===== src/rtl/i2s_pkg.sv =====
// Shared definitions for the I2S link: receiver state encoding, slot polarity
// and the default word length used by both transmitter and receiver.
package i2s_pkg;
  typedef enum logic [1:0] {HUNT, DELAY, SHIFT, WAIT} rx_state_t;
  localparam logic LEFT_SLOT        = 1'b0;
  localparam int   DEFAULT_WORD_LEN = 16;
endpackage


===== src/rtl/i2s_rx_sync.sv =====
// Synchronises frame_clk, bit_clk and data into clk, then registers one more
// stage so bit_rise, ws_level and data_s are mutually aligned.
module i2s_rx_sync #(
  parameter int SYNC_STAGES = 2
) (
  input  logic clk,
  input  logic reset,
  input  logic frame_clk,
  input  logic bit_clk,
  input  logic data,
  output logic bit_rise,
  output logic ws_level,
  output logic data_s
);
  // Each stage packs {frame_clk, bit_clk, data} so all three see equal delay.
  logic [2:0] sync_sr [SYNC_STAGES];
  logic [2:0] synced;
  logic       bclk_d;

  assign synced = sync_sr[SYNC_STAGES-1];

  always_ff @(posedge clk) begin
    if (reset) begin
      for (int i = 0; i < SYNC_STAGES; i++) sync_sr[i] <= 3'b000;
      bclk_d   <= 1'b0;
      bit_rise <= 1'b0;
      ws_level <= 1'b0;
      data_s   <= 1'b0;
    end else begin
      sync_sr[0] <= {frame_clk, bit_clk, data};
      for (int i = 1; i < SYNC_STAGES; i++) sync_sr[i] <= sync_sr[i-1];
      bclk_d   <= synced[1];
      bit_rise <= synced[1] & ~bclk_d;
      ws_level <= synced[2];
      data_s   <= synced[0];
    end
  end
endmodule


===== src/rtl/i2s_rx.sv =====
// Philips I2S receiver: hunts for a word-select edge, captures up to WIDTH
// bits MSB first per slot and commits left-aligned words with one-cycle strobes.
module i2s_rx
  import i2s_pkg::*;
#(
  parameter int WIDTH       = DEFAULT_WORD_LEN,
  parameter int SYNC_STAGES = 2
) (
  input  logic             clk,
  input  logic             reset,
  input  logic [7:0]       word_length,
  input  logic             frame_clk,
  input  logic             bit_clk,
  input  logic             data,
  output logic [WIDTH-1:0] recv_left,
  output logic [WIDTH-1:0] recv_right,
  output logic             left_valid,
  output logic             right_valid,
  output logic             sync_error,
  output rx_state_t        rx_state
);
  localparam int CW = $clog2(WIDTH + 1);

  logic bit_rise, ws_level, data_s;

  i2s_rx_sync #(.SYNC_STAGES(SYNC_STAGES)) u_sync (
    .clk       (clk),
    .reset     (reset),
    .frame_clk (frame_clk),
    .bit_clk   (bit_clk),
    .data      (data),
    .bit_rise  (bit_rise),
    .ws_level  (ws_level),
    .data_s    (data_s)
  );

  rx_state_t        state, state_next;
  logic             ws_last, primed, ws_edge, slot;
  logic             commit_q, commit_slot;
  logic [CW-1:0]    bit_cnt, eff_len, len_in;
  logic [WIDTH-1:0] shift, mask;
  logic             start_slot, take_first, take_bit, word_done, short_err;

  assign rx_state = state;
  // primed keeps the first bit_rise after reset from reporting a phantom edge.
  assign ws_edge  = bit_rise && primed && (ws_level != ws_last);

  always_comb begin
    len_in = CW'(word_length);
    if ((word_length == 8'd0) || (32'(word_length) > WIDTH)) len_in = CW'(WIDTH);
  end

  always_comb begin
    state_next = state;
    start_slot = 1'b0;
    take_first = 1'b0;
    take_bit   = 1'b0;
    word_done  = 1'b0;
    short_err  = 1'b0;
    case (state)
      HUNT: if (ws_edge) begin
        state_next = DELAY;
        start_slot = 1'b1;
      end
      DELAY: if (bit_rise) begin
        if (eff_len == CW'(1)) begin
          take_first = 1'b1;
          word_done  = 1'b1;
          start_slot = ws_edge;
          state_next = ws_edge ? DELAY : WAIT;
        end else if (ws_edge) begin
          short_err  = 1'b1;
          start_slot = 1'b1;
        end else begin
          take_first = 1'b1;
          state_next = SHIFT;
        end
      end
      SHIFT: if (bit_rise) begin
        // A word-select edge on the final bit is the normal Philips framing.
        if (bit_cnt + CW'(1) == eff_len) begin
          take_bit   = 1'b1;
          word_done  = 1'b1;
          start_slot = ws_edge;
          state_next = ws_edge ? DELAY : WAIT;
        end else if (ws_edge) begin
          short_err  = 1'b1;
          start_slot = 1'b1;
          state_next = DELAY;
        end else begin
          take_bit   = 1'b1;
        end
      end
      WAIT: if (ws_edge) begin
        state_next = DELAY;
        start_slot = 1'b1;
      end
      default: state_next = HUNT;
    endcase
  end

  always_ff @(posedge clk) begin
    if (reset) begin
      state       <= HUNT;
      ws_last     <= 1'b0;
      primed      <= 1'b0;
      slot        <= LEFT_SLOT;
      eff_len     <= '0;
      bit_cnt     <= '0;
      shift       <= '0;
      mask        <= '0;
      commit_q    <= 1'b0;
      commit_slot <= LEFT_SLOT;
      recv_left   <= '0;
      recv_right  <= '0;
      left_valid  <= 1'b0;
      right_valid <= 1'b0;
      sync_error  <= 1'b0;
    end else begin
      state <= state_next;
      if (bit_rise) begin
        ws_last <= ws_level;
        primed  <= 1'b1;
      end
      if (start_slot) begin
        slot    <= ws_level;
        eff_len <= len_in;
      end
      // mask walks a single 1 down from the MSB, keeping capture left-aligned.
      if (take_first) begin
        shift   <= {data_s, {(WIDTH-1){1'b0}}};
        mask    <= {{(WIDTH-1){1'b0}}, 1'b1} << (WIDTH - 2);
        bit_cnt <= CW'(1);
      end else if (take_bit) begin
        if (data_s) shift <= shift | mask;
        mask    <= mask >> 1;
        bit_cnt <= bit_cnt + CW'(1);
      end
      commit_q    <= word_done;
      commit_slot <= slot;
      left_valid  <= commit_q && (commit_slot == LEFT_SLOT);
      right_valid <= commit_q && (commit_slot != LEFT_SLOT);
      if (commit_q) begin
        if (commit_slot == LEFT_SLOT) recv_left  <= shift;
        else                          recv_right <= shift;
      end
      sync_error <= short_err;
    end
  end
endmodule


===== config.mk =====
export PLATFORM = sky130hd
export DESIGN_NAME = i2s_rx
export DESIGN_NICKNAME = d
export VERILOG_FILES = /design/src/rtl/i2s_pkg.sv /design/src/rtl/i2s_rx_sync.sv /design/src/rtl/i2s_rx.sv
export SDC_FILE = /design/constraint.sdc
export NUM_CORES = 1
export LEC_CHECK = 0
export ABC_AREA = 1
export ABC_CLOCK_PERIOD_IN_PS = 1800
export CORE_MARGIN = 5
export CORE_UTILIZATION = 53
export DETAILED_ROUTE_END_ITERATION = 12
export PLACE_DENSITY = 0.78
export RECOVER_POWER = 100
export REMOVE_ABC_BUFFERS = 1
export SYNTH_ARGS = -nofsm -noshare
export SYNTH_HDL_FRONTEND = slang
export SYNTH_HIERARCHICAL = 1
export SYNTH_SLANG_ARGS = --single-unit

===== constraint.sdc =====
create_clock -name clk -period 1.8 [get_ports clk]
set_input_delay 0.27 -clock clk [delete_from_list [all_inputs] [get_ports clk]]
set_output_delay 0.27 -clock clk [all_outputs]
set_load 0.01 [all_outputs]

==> results.toml <==
[outcome]
outcome = "complete, no violations"

[synthesis]
yosysTopAreaCell = "dfxtp_1"
ys_seq_elements = 93
seq_area_frac_synth_pct = 53.5
synthAdderAreaFrac_pct = 1.44
synthMuxAreaShare_pct = 0
synth_cell_types = 27
synth_top_family_by_area = "compound AO/OA/AOI/OAI gates"
synth_area_um2 = 3480
ys.warnings.count = 6
synth_compound_area_share_pct = 18.7
synth_area_leaders = "dfxtp_1, a21oi_1, o21ai_0"
synthXorXnorAreaFrac_pct = 0
post-synth-top-area-fraction_pct = 53.5
synth_area_per_cell_um2 = 8.09
synth-simple-area-share_pct = 17.4
synth_cells = 430

[final_layout]
antenna_cells = 0
drive_above_1_share_pct = 9.05
syn2layout_area_growth_pct = 25.9
nets = 498
final_common_cell = "dfxtp_1"
instances_no_fill = 563
final_cell_mix = "dfxtp_1, a21oi_1, nand2_1"
fin_util_pct = 68.6

[min_path]
hold_depth = 2
hp-class = "flip-flop to flip-flop"
hold_path.startpoint = "u_sync/sync_sr[0][0]$_SDFF_PP0_"
min_to = "u_sync/sync_sr[0][3]$_SDFF_PP0_"

[timing]
rsz0062_at_grt = "true"
finalCritPeriodShare_pct = 99.1
finalSetupViolCount = 0
fmax_ghz = 0.560
drv_slew = 0
period_minus_slack_ps = 1780
slew-limit-headroom_pct = 49.8
finalWorstSetupSlack_ps = 15.6
tightestPinTransition_ps = 752
finalHoldViolCount = 0
fin_skew_ps = 7.82

[drt]
drtAntennaViolNets = 0
remaining_drc_errors = 0
dr.first_iter.drc_count = 187
routed_wl_um = 7230
num_vias = 2978
wl_per_cell_um = 12.8
dr.pass1.iters = 4
via_per_inst = 5.29

[worst_setup_path]
r2r_setup_slack_ps = 20
path_class = "flip-flop to flip-flop"
reg2reg_from = "bit_cnt[1]$_SDFFE_PP0P_"
cp-end-kind = "flip-flop"
max_stage_delay_ps = 350
path_buf_inv = 2
worst_ep_required_time_ps = 2050
path_cells = "ha_4 -> inv_1 -> nand2_1 -> nand2_1 -> nor2_1 -> nand3_1 -> nor2_2 -> nand3_4 -> nand2_8 -> clkbuf_16 -> nand3_1 -> nand2_1 -> a21oi_1"
cp-startpoint = "bit_cnt[1]$_SDFFE_PP0P_"
cp_common_cell = "nand2_1"
critPathMaxFanout = 7
start_kind = "flip-flop"
cp.arrival_ps = 2030
cp_top_family = "simple AND/OR/NAND/NOR gates"
slowest_stage = "dfxtp_2"
worst-r2r-cell-count = 13
path_depth = 13
crit-reg2reg-capture = "bit_cnt[3]$_SDFFE_PP0P_"

[floorplan]
fp-row-count = 29
die-area_um2 = 8290
die_h_um = 91.0
core-area_um2 = 6390
io_pins = 50
die_w_um = 91.0
initial_core_util_pct = 54.5

[clocking]
cts-resized-gates = 0
htree_num_levels = 3
clkLatencyLatePin_ps = 360
cts_hold_buf = 0
cts_setup_buffers = 0
clock-root-buffer = "clkbuf_8"
cts.sinks = 93
cts.clk_slew.worst_paths_ps = 80
cts_tree = "built"
clock_path_buffers = 2
cts_buffers = 9

[global_route]
antenna_found_initial = 0
grt_pass1_wl_um = 12300
grt_max_degree = 33
grt_pass1_vias = 2703
grtUsageTotal_pct = 17.8
grt_overflow_total = 0

[job]
maxCapViolations = 0

[placed_design]
numPortBuffers = 49
place_hpwl_um = 4780
globalplace.congestion = 0.834
dp_slack_ps = 28.5
place_inst = 545

[pwr]
ir_drop_mv = 0.746
p_leak_nw = 1.74
powerDensity_nw_per_um2 = 879
area by class of cell:
class	instances	area, um2
clock inverters	5	58.8
clock buffers	11	141
well taps	77	96.3
flip-flops and latches	93	1860
multi-input cells	263	1360
fillers	529	2000
inverters	50	188
repair buffers	64	676
worst max-delay path by stage:
| stage | end | slack, ps |
|---|---|---|
| after floorplan | bit_cnt[2]$_SDFFE_PP0P_ | -90 |
| after global placement | shift[4]$_SDFFE_PP0P_ | 120 |
| after detailed placement | shift[5]$_SDFFE_PP0P_ | 30 |
| after CTS | bit_cnt[4]$_SDFFE_PP0P_ | 10 |
| after global routing | bit_cnt[3]$_SDFFE_PP0P_ | -160 |
| final | bit_cnt[3]$_SDFFE_PP0P_ | 20 |
stage by stage:
| step | setup TNS [ps] | area, um2 | hold slack, ps | power [W] |
|---|---|---|---|---|
| global route | -4740 | 4380 | 393 | 0.00402 |
| global placement | 0 | 4090 | 387 | 0.00248 |
| detailed placement | 0 | 4090 | 390 | 0.00251 |
| floorplan | -367 | 3350 | 339 | 0.00236 |
| CTS | 0 | 4290 | 400 | 0.00388 |
| finish | 0 | 4380 | 402 | 0.00385 |
state kept, by name, indices dropped and copies added, names as in the netlist, 2 cells and up:
signal          flops
shift              16
eff_len             5
recv_right         16
rx_state            2
recv_left          16
bit_cnt             5
mask               15
u_sync/sync_sr      6
report_power, final:
group | leakage (nW) | internal [W] | total (W) | switching [W]
Sequential | 0.752 | 0.00209 | 0.00212 | 0.0000302
Clock | 0.101 | 0.000685 | 0.00139 | 0.000707
Combinational | 0.883 | 0.000145 | 0.000346 | 0.000202
Total | 1.74 | 0.00292 | 0.00385 | 0.000938
per-layer routing:
layer	global-route usage (%)	up-vias	share of wire (%)
li1	-	1532	-
met5	0	-	0
met4	7.82	0	2.0
met1	22.8	1360	45
met3	4.46	13	4.7
met2	28.5	73	48
cells in the mapped netlist, drive strengths merged:
| cell type | instances |
|---|---|
| buf | 10 |
| o21ai | 45 |
| dfxtp | 93 |
| nor4 | 1 |
| a211oi | 1 |
| o21bai | 2 |
| nand2 | 57 |
| ha | 4 |
| a21oi | 78 |
| o21a | 1 |
| nor3 | 4 |
| nor2 | 28 |
| nand3 | 25 |
| inv | 50 |
| nand4 | 17 |
| clkbuf | 14 |
worst register-to-register path, stage by stage (launching register included):
cell and delay [ps]:
dfxtp_2 350, ha_4 270, inv_1 40, nand2_1 50
nand2_1 40, nor2_1 90, nand3_1 80, nor2_2 130
nand3_4 110, nand2_8 150, clkbuf_16 160, nand3_1 70
nand2_1 80, a21oi_1 40
logic make-up after synthesis:
family | Yosys count
AO/OA/AOI/OAI | 127
buffers and inverters | 74
AND/OR/NAND/NOR | 132
adder cells (fa/ha/maj) | 4
flip-flops | 93
(Power assumes the default switching activity.)
